--- config.mk ---
export PLATFORM = sky130hd
export DESIGN_NAME = ulpi_tx_bridge_flat
export DESIGN_NICKNAME = d
export VERILOG_FILES = /design/src/rtl/ulpi_tx_bridge_pkg.sv /design/src/rtl/ulpi_tx_bridge_if.sv /design/src/rtl/ulpi_tx_bridge.sv /design/src/flat_wrapper.sv
export SDC_FILE = /design/constraint.sdc
export NUM_CORES = 1
export LEC_CHECK = 0
export ABC_AREA = 0
export BUFFER_PORTS_ARGS = -buffer_cell sky130_fd_sc_hd__buf_2
export CAP_MARGIN = 5
export CORE_MARGIN = 1.5
export CORE_UTILIZATION = 58
export DETAILED_ROUTE_END_ITERATION = 8
export GPL_TIMING_DRIVEN = 0
export MAX_ROUTING_LAYER = met4
export PLACE_DENSITY_LB_ADDON = 0.12
export SETUP_SLACK_MARGIN = 0.4
export SYNTH_ARGS = -nofsm -noshare
export SYNTH_HDL_FRONTEND = slang
export SYNTH_SLANG_ARGS = --single-unit
export TNS_END_PERCENT = 30
--- constraint.sdc ---
create_clock -name clock -period 5.35 [get_ports clock]
set_input_delay 0.2675 -clock clock [delete_from_list [all_inputs] [get_ports clock]]
set_output_delay 0.2675 -clock clock [all_outputs]
set_load 0.02 [all_outputs]
--- src/rtl/ulpi_tx_bridge_pkg.sv ---
// Shared ULPI transmit constants, FSM state type and PID helper functions
// for the link-side transmit bridge.
package ulpi_tx_bridge_pkg;

   typedef enum logic [2:0] {
      ST_IDLE,
      ST_TXCMD,
      ST_WAIT_DIR,
      ST_DATA,
      ST_STOP,
      ST_DRAIN
   } state_t;

   // USB PID nibbles as they appear in tdata[3:0] of the first packet byte.
   typedef enum logic [3:0] {
      PID_OUT   = 4'h1,
      PID_ACK   = 4'h2,
      PID_DATA0 = 4'h3,
      PID_SOF   = 4'h5,
      PID_IN    = 4'h9,
      PID_NAK   = 4'hA,
      PID_DATA1 = 4'hB,
      PID_SETUP = 4'hD,
      PID_STALL = 4'hE
   } pid_t;

   localparam logic [1:0] TXCMD_PREFIX    = 2'b01;
   localparam logic [1:0] TXCMD_PID_CODE  = 2'b00;
   localparam logic [7:0] TXCMD_NOPID     = {TXCMD_PREFIX, 6'b00_0000};
   localparam logic [7:0] STP_END_BYTE    = 8'h00;
   localparam logic [7:0] STP_ABORT_BYTE  = 8'hFF;
   localparam logic [7:0] BUS_IDLE_BYTE   = 8'h00;

   // A PID byte carries its own check nibble: upper half is the complement
   // of the lower half.
   function automatic logic pid_valid(input logic [7:0] pid_byte);
      return pid_byte[7:4] == ~pid_byte[3:0];
   endfunction

   function automatic logic [7:0] txcmd_for(input logic [7:0] pid_byte);
      return {TXCMD_PREFIX, TXCMD_PID_CODE, pid_byte[3:0]};
   endfunction

endpackage

--- src/rtl/ulpi_tx_bridge_if.sv ---
// Encoder byte stream plus ULPI link-side transmit signals of the bridge.
interface ulpi_tx_bridge_if;

   logic       tvalid;
   logic       tready;
   logic       tlast;
   logic [7:0] tdata;
   logic       dir;
   logic       nxt;
   logic       stp;
   logic [7:0] data;
   logic       oe;
   logic       busy;
   logic       error;

   modport slave (
      input  tvalid, tlast, tdata, dir, nxt,
      output tready, stp, data, oe, busy, error
   );

   modport master (
      output tvalid, tlast, tdata, dir, nxt,
      input  tready, stp, data, oe, busy, error
   );

endinterface

--- src/rtl/ulpi_tx_bridge.sv ---
// ULPI transmit bridge: turns an encoder byte stream into TXCMD + data + STP
// on the ULPI link, with DIR turnaround, PHY abort and underrun handling.
module ulpi_tx_bridge #(
   parameter bit CHECK_PID  = 1'b1,
   parameter int TURNAROUND = 1
) (
   input  logic            clock,
   input  logic            reset,
   ulpi_tx_bridge_if.slave bus
);

   import ulpi_tx_bridge_pkg::*;

   localparam int               TA_W    = (TURNAROUND < 1) ? 1 : $clog2(TURNAROUND + 1);
   localparam logic [TA_W-1:0]  TA_LOAD = TA_W'(TURNAROUND);
   localparam logic [TA_W-1:0]  TA_ONE  = TA_W'(1);

   state_t          state, state_n;
   logic [7:0]      data_q, data_n;
   logic [7:0]      hold_q, hold_n;
   logic            oe_q, oe_n;
   logic            stp_q, stp_n;
   logic            err_q, err_n;
   logic            last_q, last_n;
   logic            drain_q, drain_n;
   logic [TA_W-1:0] ta_cnt;
   logic            ta_done;
   logic            pid_ok;
   logic            tready;

   assign ta_done = (ta_cnt == '0);
   assign pid_ok  = !CHECK_PID || pid_valid(bus.tdata);

   // Turnaround counter: reloaded every cycle the PHY owns the bus.
   always_ff @(posedge clock) begin
      if (reset) begin
         ta_cnt <= TA_LOAD;
      end else if (bus.dir) begin
         ta_cnt <= TA_LOAD;
      end else if (!ta_done) begin
         ta_cnt <= ta_cnt - TA_ONE;
      end
   end

   always_comb begin
      tready = 1'b0;
      unique case (state)
         ST_IDLE:           tready = bus.tvalid && !bus.dir && ta_done;
         ST_TXCMD, ST_DATA: tready = bus.nxt && !bus.dir && !last_q;
         ST_DRAIN:          tready = 1'b1;
         default:           tready = 1'b0;
      endcase
   end

   always_comb begin
      state_n = state;
      data_n  = data_q;
      hold_n  = hold_q;
      oe_n    = oe_q;
      stp_n   = stp_q;
      err_n   = 1'b0;
      last_n  = last_q;
      drain_n = drain_q;

      unique case (state)
         ST_IDLE: begin
            if (tready) begin
               if (pid_ok) begin
                  data_n  = txcmd_for(bus.tdata);
                  hold_n  = txcmd_for(bus.tdata);
                  oe_n    = 1'b1;
                  last_n  = bus.tlast;
                  state_n = ST_TXCMD;
               end else begin
                  err_n   = 1'b1;
                  state_n = bus.tlast ? ST_IDLE : ST_DRAIN;
               end
            end
         end

         ST_TXCMD, ST_DATA: begin
            // DIR beats NXT: the byte on the bus is not considered taken.
            if (bus.dir) begin
               oe_n   = 1'b0;
               data_n = BUS_IDLE_BYTE;
               if (state == ST_TXCMD) begin
                  state_n = ST_WAIT_DIR;
               end else begin
                  err_n   = 1'b1;
                  state_n = last_q ? ST_IDLE : ST_DRAIN;
               end
            end else if (bus.nxt) begin
               if (last_q) begin
                  data_n  = STP_END_BYTE;
                  stp_n   = 1'b1;
                  state_n = ST_STOP;
               end else if (bus.tvalid) begin
                  data_n  = bus.tdata;
                  last_n  = bus.tlast;
                  state_n = ST_DATA;
               end else begin
                  // Underrun: STP with all-ones forces a bit-stuff error on the wire.
                  data_n  = STP_ABORT_BYTE;
                  stp_n   = 1'b1;
                  err_n   = 1'b1;
                  drain_n = 1'b1;
                  state_n = ST_STOP;
               end
            end
         end

         ST_WAIT_DIR: begin
            if (!bus.dir && ta_done) begin
               data_n  = hold_q;
               oe_n    = 1'b1;
               state_n = ST_TXCMD;
            end
         end

         ST_STOP: begin
            stp_n   = 1'b0;
            oe_n    = 1'b0;
            data_n  = BUS_IDLE_BYTE;
            drain_n = 1'b0;
            state_n = drain_q ? ST_DRAIN : ST_IDLE;
         end

         ST_DRAIN: begin
            if (bus.tvalid && bus.tlast) begin
               state_n = ST_IDLE;
            end
         end

         default: begin
            state_n = ST_IDLE;
         end
      endcase
   end

   // Link output and control registers.
   always_ff @(posedge clock) begin
      if (reset) begin
         state   <= ST_IDLE;
         data_q  <= BUS_IDLE_BYTE;
         oe_q    <= 1'b0;
         stp_q   <= 1'b0;
         err_q   <= 1'b0;
         last_q  <= 1'b0;
         drain_q <= 1'b0;
      end else begin
         state   <= state_n;
         data_q  <= data_n;
         oe_q    <= oe_n;
         stp_q   <= stp_n;
         err_q   <= err_n;
         last_q  <= last_n;
         drain_q <= drain_n;
      end
   end

   always_ff @(posedge clock) begin
      hold_q <= hold_n;
   end

   assign bus.tready = tready;
   assign bus.data   = data_q;
   assign bus.oe     = oe_q;
   assign bus.stp    = stp_q;
   assign bus.error  = err_q;
   assign bus.busy   = (state != ST_IDLE);

endmodule
--- src/flat_wrapper.sv ---
// flat-port wrapper written by rule: the top's interface ports become plain ports
module ulpi_tx_bridge_flat import ulpi_tx_bridge_pkg::*;
#(
   parameter bit CHECK_PID  = 1'b1,
   parameter int TURNAROUND = 1
)
  (clock, reset, bus_tvalid, bus_tlast, bus_tdata, bus_dir, bus_nxt, bus_tready, bus_stp, bus_data, bus_oe, bus_busy, bus_error);
  ulpi_tx_bridge_if bus_i ();
  input  logic clock;
  input  logic reset;
  input wire logic [$bits(bus_i.tvalid)-1:0] bus_tvalid;
  input wire logic [$bits(bus_i.tlast)-1:0] bus_tlast;
  input wire logic [$bits(bus_i.tdata)-1:0] bus_tdata;
  input wire logic [$bits(bus_i.dir)-1:0] bus_dir;
  input wire logic [$bits(bus_i.nxt)-1:0] bus_nxt;
  output wire logic [$bits(bus_i.tready)-1:0] bus_tready;
  output wire logic [$bits(bus_i.stp)-1:0] bus_stp;
  output wire logic [$bits(bus_i.data)-1:0] bus_data;
  output wire logic [$bits(bus_i.oe)-1:0] bus_oe;
  output wire logic [$bits(bus_i.busy)-1:0] bus_busy;
  output wire logic [$bits(bus_i.error)-1:0] bus_error;
  assign bus_i.tvalid = bus_tvalid;
  assign bus_i.tlast = bus_tlast;
  assign bus_i.tdata = bus_tdata;
  assign bus_i.dir = bus_dir;
  assign bus_i.nxt = bus_nxt;
  assign bus_tready = bus_i.tready;
  assign bus_stp = bus_i.stp;
  assign bus_data = bus_i.data;
  assign bus_oe = bus_i.oe;
  assign bus_busy = bus_i.busy;
  assign bus_error = bus_i.error;
  ulpi_tx_bridge #(.CHECK_PID(CHECK_PID), .TURNAROUND(TURNAROUND)) u_core (.clock(clock), .reset(reset), .bus(bus_i));
endmodule
**After elaboration in Yosys (flattened, before gate mapping)**

Index checks and enable logic that the tools add are counted.

- Add/subtract/negate cells: 1
- Equality and inequality tests: 17
- Mux-type cells: 52
- Bitwise logic cells: 2
- Reduce and logical (&&, ||, !) cells: 22

Operators by type and width:

| kind | number |
|---|---|
| 2-to-1 mux 8 bit | 7 |
| 2-to-1 mux 3 bit | 12 |
| case mux 8 bit (4 select lines) | 1 |
| 2-to-1 mux 1 bit | 25 |
| AND reduction 5 bit | 4 |
| case mux 3 bit (5 select lines) | 1 |
| inequality test 2 bit (second input constant) | 6 |
| case mux 1 bit (2 select lines) | 4 |
| AND reduction 4 bit | 2 |
| equality test 3 x 2 -> 1 bit (second input constant) | 2 |
| equality test 3 bit (second input constant) | 2 |
| logical AND 1 bit | 6 |
| inequality test 2 x 1 -> 1 bit (second input constant) | 3 |
| equality test 4 bit | 1 |
| NOT 4 bit | 1 |
| case mux 1 bit (4 select lines) | 1 |
| nonzero test 2 bit | 2 |
| nonzero test 4 bit | 1 |
| OR reduction 2 bit | 2 |
| equality test 3 x 1 -> 1 bit (second input constant) | 1 |
| logical NOT 3 bit | 1 |
| inequality test 3 x 2 -> 1 bit (second input constant) | 1 |
| inequality test 3 bit (second input constant) | 1 |
| case mux 1 bit (3 select lines) | 1 |
| other kinds (5) | 6 |

- Register bits after elaboration: 21
- Output and inout bits: 13

**Longest topological paths before layout**

Gate-level depths: netlist (run 1).

- Depth in word-level cells: 6
- Mapped depth: 6

**Worst setup path before layout (run 1)**

No wires, ideal clock.

- Kind: register -> output
- Start: register u_core.state[0]
- End: output port bus_tready
- Arrival time: 1.649 ns
- Data required time: 5.083 ns
- Setup slack: 3.434 ns
- Cell stages (with the launch flop): 5
- Cell sequence: dfxtp_1 > buf_2 > or4b_2 > buf_2 > o22ai_1

- Cells in the longest elaborated chain, start to end: 3
- Elaborated cells on any way between the ends: 6
- Those cells by class: 3 x eq/ne; 1 x mux; 2 x reduce/logical

RTL lines:

| item | line | source |
|---|---|---|
| start, declared | ulpi_tx_bridge.sv:18 | `state_t state, state_n;` |
| start signal, assigned | ulpi_tx_bridge.sv:151 | `state <= state_n;` |
| equality test 3 x 2 -> 1 bit or equality test 3 x 1 -> 1 bit (tied branches) | ulpi_tx_bridge.sv:47 | `unique case (state)` |
| OR reduction 2 bit | ulpi_tx_bridge.sv:47 |  |
| case mux 1 bit (3 select lines) (*) | ulpi_tx_bridge.sv:47 |  |
| end, declared | flat_wrapper.sv:16 | `output wire logic [$bits(bus_i.tready)-1:0] bus_tready;` |

Every way passes the cells marked *; elsewhere a longest branch is shown, timed or not.

**Worst setup path in the final report (run 1)**

Same ends and word-level chain as after synthesis.

==> results by group, run 1 <==
Status
  • Status: finished, final reports clean

Clock tree
  • Clk_lat worst skew: 0.31 ns
  • Cts hold-fix bufs: 0
  • Clk buf depth: 2
  • Clk slew on worst S/H paths: 0.13 ns
  • Cts bufs inserted: 3
  • CTS sink count: 21
  • Post-CTS Setup Bufs: 0
  • CTS tree: done
  • H-tree depth: 1
  • Post-CTS resize count: 0
  • Root buf cell: clkbuf_4

Synth
  • Seq cells post-synth: 21
  • Syn_area_per_cell: 8.03 µm²
  • Sequential area share after synthesis: 35.0%
  • Yosys warning count: 0
  • Post-Syn Nets: 178
  • Mapped Cells: 164
  • Unique masters post-synth: 40
  • Synthesized area: 0.00132 mm²

Floorplan
  • Die height: 50.6 µm
  • Num ports: 27
  • Full die area: 0.00256 mm²
  • DIE WIDTH: 50.6 µm
  • Initial Utilization: 60.7%
  • Floorplan Core Area: 0.00217 mm²
  • Core Rows: 17

STA
  • Fin crit period: 2.38 ns
  • Worst Max-Slew Pin Slew: 0.760 ns
  • Final cycle utilization of the critical path: 44.6%
  • Final-report max-slew violation count: 0
  • Skew final: 0.0129 ns
  • Final setup viols: 0
  • RSZ-0062 raised after global routing: false
  • Final setup TNS: 0 ns
  • Final setup margin: 2.97 ns
  • Relative slew slack: 48.9%
  • Hold Fails Final Rpt: 0
  • Achievable Freq: 419 MHz

Route
  • DRT Pass-1 Iters: 4
  • Wire per inst: 15.4 µm
  • Routed WL: 3420 µm
  • DRC: 0
  • DRT iter0 DRCs: 46
  • Routed Antenna Nets: 0
  • Vias/cell: 5.93
  • Via count: 1316

Final layout
  • Most frequent cells in the layout: buf_2, nand2_1, dfxtp_1, a21oi_1, inv_1
  • Antenna cells: 0
  • Layout area overhead: 14.5%
  • Final net count: 209
  • Fill count: 196
  • Final non-filler cell total: 222
  • Layout cells sized above 1: 19.6%
  • Most common cell after layout, fill and taps aside: buf_2

Place
  • Port bufs: 26
  • Post-detail-place hpwl: 2510 µm
  • Cells after DPL: 218
  • Routability Congestion: 0.942
  • DP Worst Slack: 3.34 ns

Setup path
  • Arr. time, crit path: 2.12 ns
  • Worst Path Required: 5.08 ns
  • Crit start category: flop
  • Highest net fanout along the worst path: 10
  • WS Path Type: flop to primary output
  • Critical path endpoint category: primary output

GRT
  • Grt total ovfl: 0
  • Vias in the first global route: 1258
  • Global Route Usage Sum: 30.2%
  • First-pass GRT wire length: 5690 µm
  • Initial antenna violation count: 0
  • Pin count of the biggest net entering global routing: 12

Power
  • Power Dens Cells: 195 mW/mm²
  • IR Drop Worst-Case VDD: 0.000173 V
  • Leakage power total: 0.656 nW

Min path
  • Type of the worst min-delay path: input port to flop

Flow run
  • Max_cap viols: 0
[Yosys cell counts]
master	instances	area (µm²)
o31ai_1	1	7.51
o31a_1	1	8.76
or4b_2	1	10.0
or2_2	1	6.26
buf_2	2	10.0
nor3b_1	3	22.5
or3b_2	2	17.5
inv_1	11	41.3
nor4b_1	1	8.76
edfxtp_1	4	120
nand2_1	20	75.1
o21ba_2	1	10.0
o311ai_0	2	17.5
a31oi_1	3	18.8
nor4_1	1	6.26
nand3_1	1	5.00
dfxtp_1	17	340
or2b_1	1	7.51
o211ai_1	2	15.0
and2_1	3	18.8
a311oi_1	2	17.5
o21ai_0	8	40.0
a2111oi_0	1	8.76
o22ai_1	4	25.0
clkbuf_1	9	33.8
nand3b_1	3	22.5
o32ai_1	1	8.76
mux2i_1	8	80.1
nor3_1	3	15.0
and3_1	3	18.8
a211oi_1	4	30.0
nor2_1	9	33.8
o41a_1	2	22.5
a21oi_1	12	60.1
o2bb2ai_1	2	17.5
o21bai_1	1	7.51
buf_6	1	11.3
nor2b_1	8	50.1
or4_4	1	11.3
xnor2_1	4	35.0
[critical path: stages, from the launching register on]
cell and delay (ns):
dfxtp_1 0.42, buf_2 0.23, or4b_2 0.59, buf_2 0.21, o22ai_1 0.16, buf_2 0.19
[layer usage]
metal / GRT usage (%) / vias to the layer above / routed length, µm
li1: - / 651 / -
met1: 35.6 / 608 / 1560
met2: 49.1 / 51 / 1620
met3: 4.46 / 6 / 192
met4: 17.1 / 0 / 50
met5: - / - / 0
[report_power, final]
| group | switching (mW) | internal [mW] |
|---|---|---|
| combinational | 0.0303 | 0.0193 |
| sequential | 0.00134 | 0.163 |
| clock | 0.0503 | 0.0291 |
| total | 0.0819 | 0.211 |
[state kept, by name, indices dropped and copies added, names as in the netlist]
| register | cells |
|---|---|
| u_core.last_q | 1 |
| u_core.bus.error | 1 |
| u_core.bus.stp | 1 |
| u_core.bus.data | 8 |
| u_core.state | 3 |
| u_core.hold_q | 4 |
| u_core.drain_q | 1 |
| u_core.ta_cnt | 1 |
| u_core.bus.oe | 1 |
[cell type report]
cell class	count	area, µm²	area share, %
multi-input combinational	120	759	50.4
sequential	21	460	30.5
timing repair buffer	26	130	8.63
buffer	12	55.1	3.65
inverter	11	41.3	2.74
tap	28	35.0	2.32
clock buffer	4	26.3	1.74
[kinds of logic (layout without fill, tap and decap cells)]
| group | after synthesis | in the layout | synth area share, % |
|---|---|---|---|
| compound gates | 47 | 47 | 24.0 |
| xor+xnor | 4 | 4 | 2.66 |
| buf+inv | 23 | 53 | 7.32 |
| flops | 21 | 21 | 35.0 |
| mux | 8 | 8 | 6.08 |
| simple gates | 61 | 61 | 25.0 |
[per-stage QoR]
step	power [mW]	hold slack [ns]	area (µm²)	util (%)
final	0.293	0.169	1510	69.5
after global routing	0.307	0.146	1510	69.5
after CTS	0.293	0.161	1510	69.5
after detailed placement	0.216	0.451	1480	68.3
after global placement	0.216	0.441	1480	68.3
after floorplan	0.199	0.337	1320	-
[path summary, 6_finish.rpt]
check,endpoint,depth (start not counted),slack (ns),startpoint
worst min-delay path,u_core.hold_q[3],1,0.17,bus_tdata[3]
worst min register to register,u_core.bus.data[6],2,0.47,u_core.bus.data[6]
worst max-delay path,bus_tready,5,2.97,u_core.state[0]
worst max register to register,u_core.bus.data[1],6,3.38,u_core.state[0]
Note: power is estimated with default switching activity, not from simulation.
==> inputs of run 2 (changes only) <==
--- a/config.mk
+++ b/config.mk
@@ -9,7 +9,7 @@
 export BUFFER_PORTS_ARGS = -buffer_cell sky130_fd_sc_hd__buf_2
 export CAP_MARGIN = 5
 export CORE_MARGIN = 1.5
-export CORE_UTILIZATION = 58
+export CORE_UTILIZATION = 48
 export DETAILED_ROUTE_END_ITERATION = 8
 export GPL_TIMING_DRIVEN = 0
 export MAX_ROUTING_LAYER = met4
==> constraint.sdc (replaced) <==
create_clock -name clock -period 2.16 [get_ports clock]
set_input_delay 0.108 -clock clock [delete_from_list [all_inputs] [get_ports clock]]
set_output_delay 0.108 -clock clock [all_outputs]
set_load 0.02 [all_outputs]
==> run 2 against run 1 <==
Via count is 1.6% higher. Critical path depth stayed put. Setup slack worse by 2.6 ns. Wire length is 3.0% higher. Global-route usage is 5.2 points lower. Largest cell class unchanged. Largest power group unchanged. Highest routed layer unchanged.
==> results by group, run 2 (synthesis results as in run 1) <==
Power
  • Leakage power total: 0.720 nW (was 0.656 nW)
  • Power Dens Cells: 450 mW/mm² (was 195 mW/mm²)
  • IR Drop Worst-Case VDD: 0.000348 V (was 0.000173 V)

Route
  • Vias/cell: 5.76 (was 5.93)
  • Routed WL: 3520 µm (was 3420 µm)
  • DRC: 0 (unchanged)
  • Wire per inst: 15.2 µm (was 15.4 µm)
  • DRT Pass-1 Iters: 4 (unchanged)
  • Via count: 1337 (was 1316)
  • DRT iter0 DRCs: 38 (was 46)
  • Routed Antenna Nets: 0 (unchanged)

Final layout
  • Layout area overhead: 25.0% (was 14.5%)
  • Most common cell after layout, fill and taps aside: buf_2 (unchanged)
  • Finished layout cell area: 0.00165 mm² (was 0.00151 mm²)
  • Layout cells sized above 1: 25.7% (was 19.6%)
  • Antenna cells: 0 (unchanged)
  • Final net count: 217 (was 209)
  • Multi-input logic area: 790 µm² (was 759 µm²)
  • Largest register FFs: 8 (unchanged)
  • Most frequent cells in the layout: buf_2, nand2_1, dfxtp_1, a21oi_1, inv_1 (unchanged)
  • Fill count: 234 (was 196)
  • Sequential cell area: 462 µm² (was 460 µm²)

Clock tree
  • Clk buf depth: 2 (unchanged)
  • Root buf cell: clkbuf_4 (unchanged)
  • H-tree depth: 1 (unchanged)
  • Clk slew on worst S/H paths: 0.12 ns (was 0.13 ns)
  • Clk_lat worst skew: 0.31 ns (about the same)
  • CTS sink count: 21 (unchanged)
  • CTS tree: done (unchanged)
  • Cts bufs inserted: 3 (unchanged)

GRT
  • Vias in the first global route: 1299 (was 1258)
  • Global Route Usage Sum: 25.0% (was 30.2%)
  • Grt total ovfl: 0 (unchanged)
  • Pin count of the biggest net entering global routing: 13 (was 12)
  • Initial antenna violation count: 0 (unchanged)
  • First-pass GRT wire length: 6010 µm (was 5690 µm)

Floorplan
  • Core Rows: 18 (was 17)
  • Initial Utilization: 51.7% (was 60.7%)
  • Die height: 55.4 µm (was 50.6 µm)
  • Full die area: 0.00307 mm² (was 0.00256 mm²)
  • DIE WIDTH: 55.4 µm (was 50.6 µm)
  • Num ports: 27 (unchanged)
  • Floorplan Core Area: 0.00254 mm² (was 0.00217 mm²)

STA
  • Relative slew slack: 57.5% (was 48.9%)
  • Achievable Freq: 550 MHz
  • Final setup margin: 0.340 ns (was 2.97 ns)
  • Final cycle utilization of the critical path: 84.2%
  • Final setup TNS: 0 ns (unchanged)
  • Hold Fails Final Rpt: 0 (unchanged)
  • Fin crit period: 1.82 ns
  • RSZ-0062 raised after global routing: true (was false)
  • Skew final: 0.00191 ns (was 0.0129 ns)
  • WHS: 0.0415 ns (was 0.169 ns)
  • Worst Max-Slew Pin Slew: 0.632 ns (was 0.760 ns)
  • Final-report max-slew violation count: 0 (unchanged)
  • Final setup viols: 0 (unchanged)

Flow run
  • Max_cap viols: 0 (unchanged)

Place
  • Routability Congestion: 0.933 (was 0.942)
  • Post-detail-place hpwl: 2520 µm (was 2510 µm)
  • DP Worst Slack: 0.258 ns (was 3.34 ns)
  • DP Area: 0.00148 mm² (about the same)
  • Port bufs: 26 (unchanged)

Setup path
  • Worst Path Required: 2.05 ns (was 5.08 ns)
  • Highest net fanout along the worst path: 6 (was 10)
  • WS Path Type: flop to primary output (unchanged)
  • Arr. time, crit path: 1.71 ns (was 2.12 ns)
  • Crit start category: flop (unchanged)
  • Critical path endpoint category: primary output (unchanged)

Min path
  • Type of the worst min-delay path: input port to flop (unchanged)

Status
  • Status: finished, final reports clean (unchanged)
[run 2: timing repair]
item | 4_1_cts | 5_1_grt
hold buffers | 2 | 2
gates resized for setup | 17 | 6
setup buffers | 4 | 0
setup endpoints to repair | 13 | 14
endpoints found under the hold margin | 2 | 2
pin swaps | 1 | 0
[run 2: final timing paths]
| kind | slack [ns] | from | end | cells after the start |
|---|---|---|---|---|
| max | 0.34 | u_core.state[2] | bus_tready | 5 |
| min | 0.04 | reset | u_core.bus.error | 2 |
| max reg2reg | 0.39 | u_core.state[2] | u_core.bus.data[0] | 7 |
| min reg2reg | 0.47 | u_core.bus.data[7] | u_core.bus.data[7] | 2 |
[run 2: critical path, cell delays in order, from the launching register on]
cell and delay [ns]:
dfxtp_1 0.33, clkbuf_8 0.15, or4b_4 0.51, buf_6 0.14, o22ai_4 0.14, buf_6 0.14
[run 2: power breakdown]
group / internal (mW) / switching [mW] / leakage, nW
Sequential: 0.404 / 0.00344 / 0.174
Combinational: 0.0593 / 0.0792 / 0.529
Clock: 0.0692 / 0.126 / 0.0177
[run 2: per-stage QoR]
step           utilization (%)  cells  power [mW]
4_1_cts                   63.4    230       0.745
5_1_grt                   64.7    232       0.779
2_1_floorplan                -    164       0.494
3_3_place_gp              58.3    220       0.536
6_report                  64.7    232       0.741
3_5_place_dp              58.3    220       0.536
[run 2: layout make-up]
type	count	share of cell area, %
inverter	11	2.51
buffer	12	4.94
timing repair buffer	34	12.5
multi-input combinational	120	48.0
clock inverter	1	0.304
clock buffer	3	1.37
tap	30	2.28
sequential	21	28.1
[run 2: layer usage]
layer | wire [µm] | GRT usage [%] | part of all wire (%) | vias to the layer above
li1 | - | - | - | 668
met1 | 1570 | 33.2 | 44 | 603
met2 | 1650 | 38.3 | 47 | 59
met3 | 265 | 5.39 | 7.5 | 7
met4 | 36 | 7.32 | 1.0 | 0
met5 | 0 | - | 0 | -
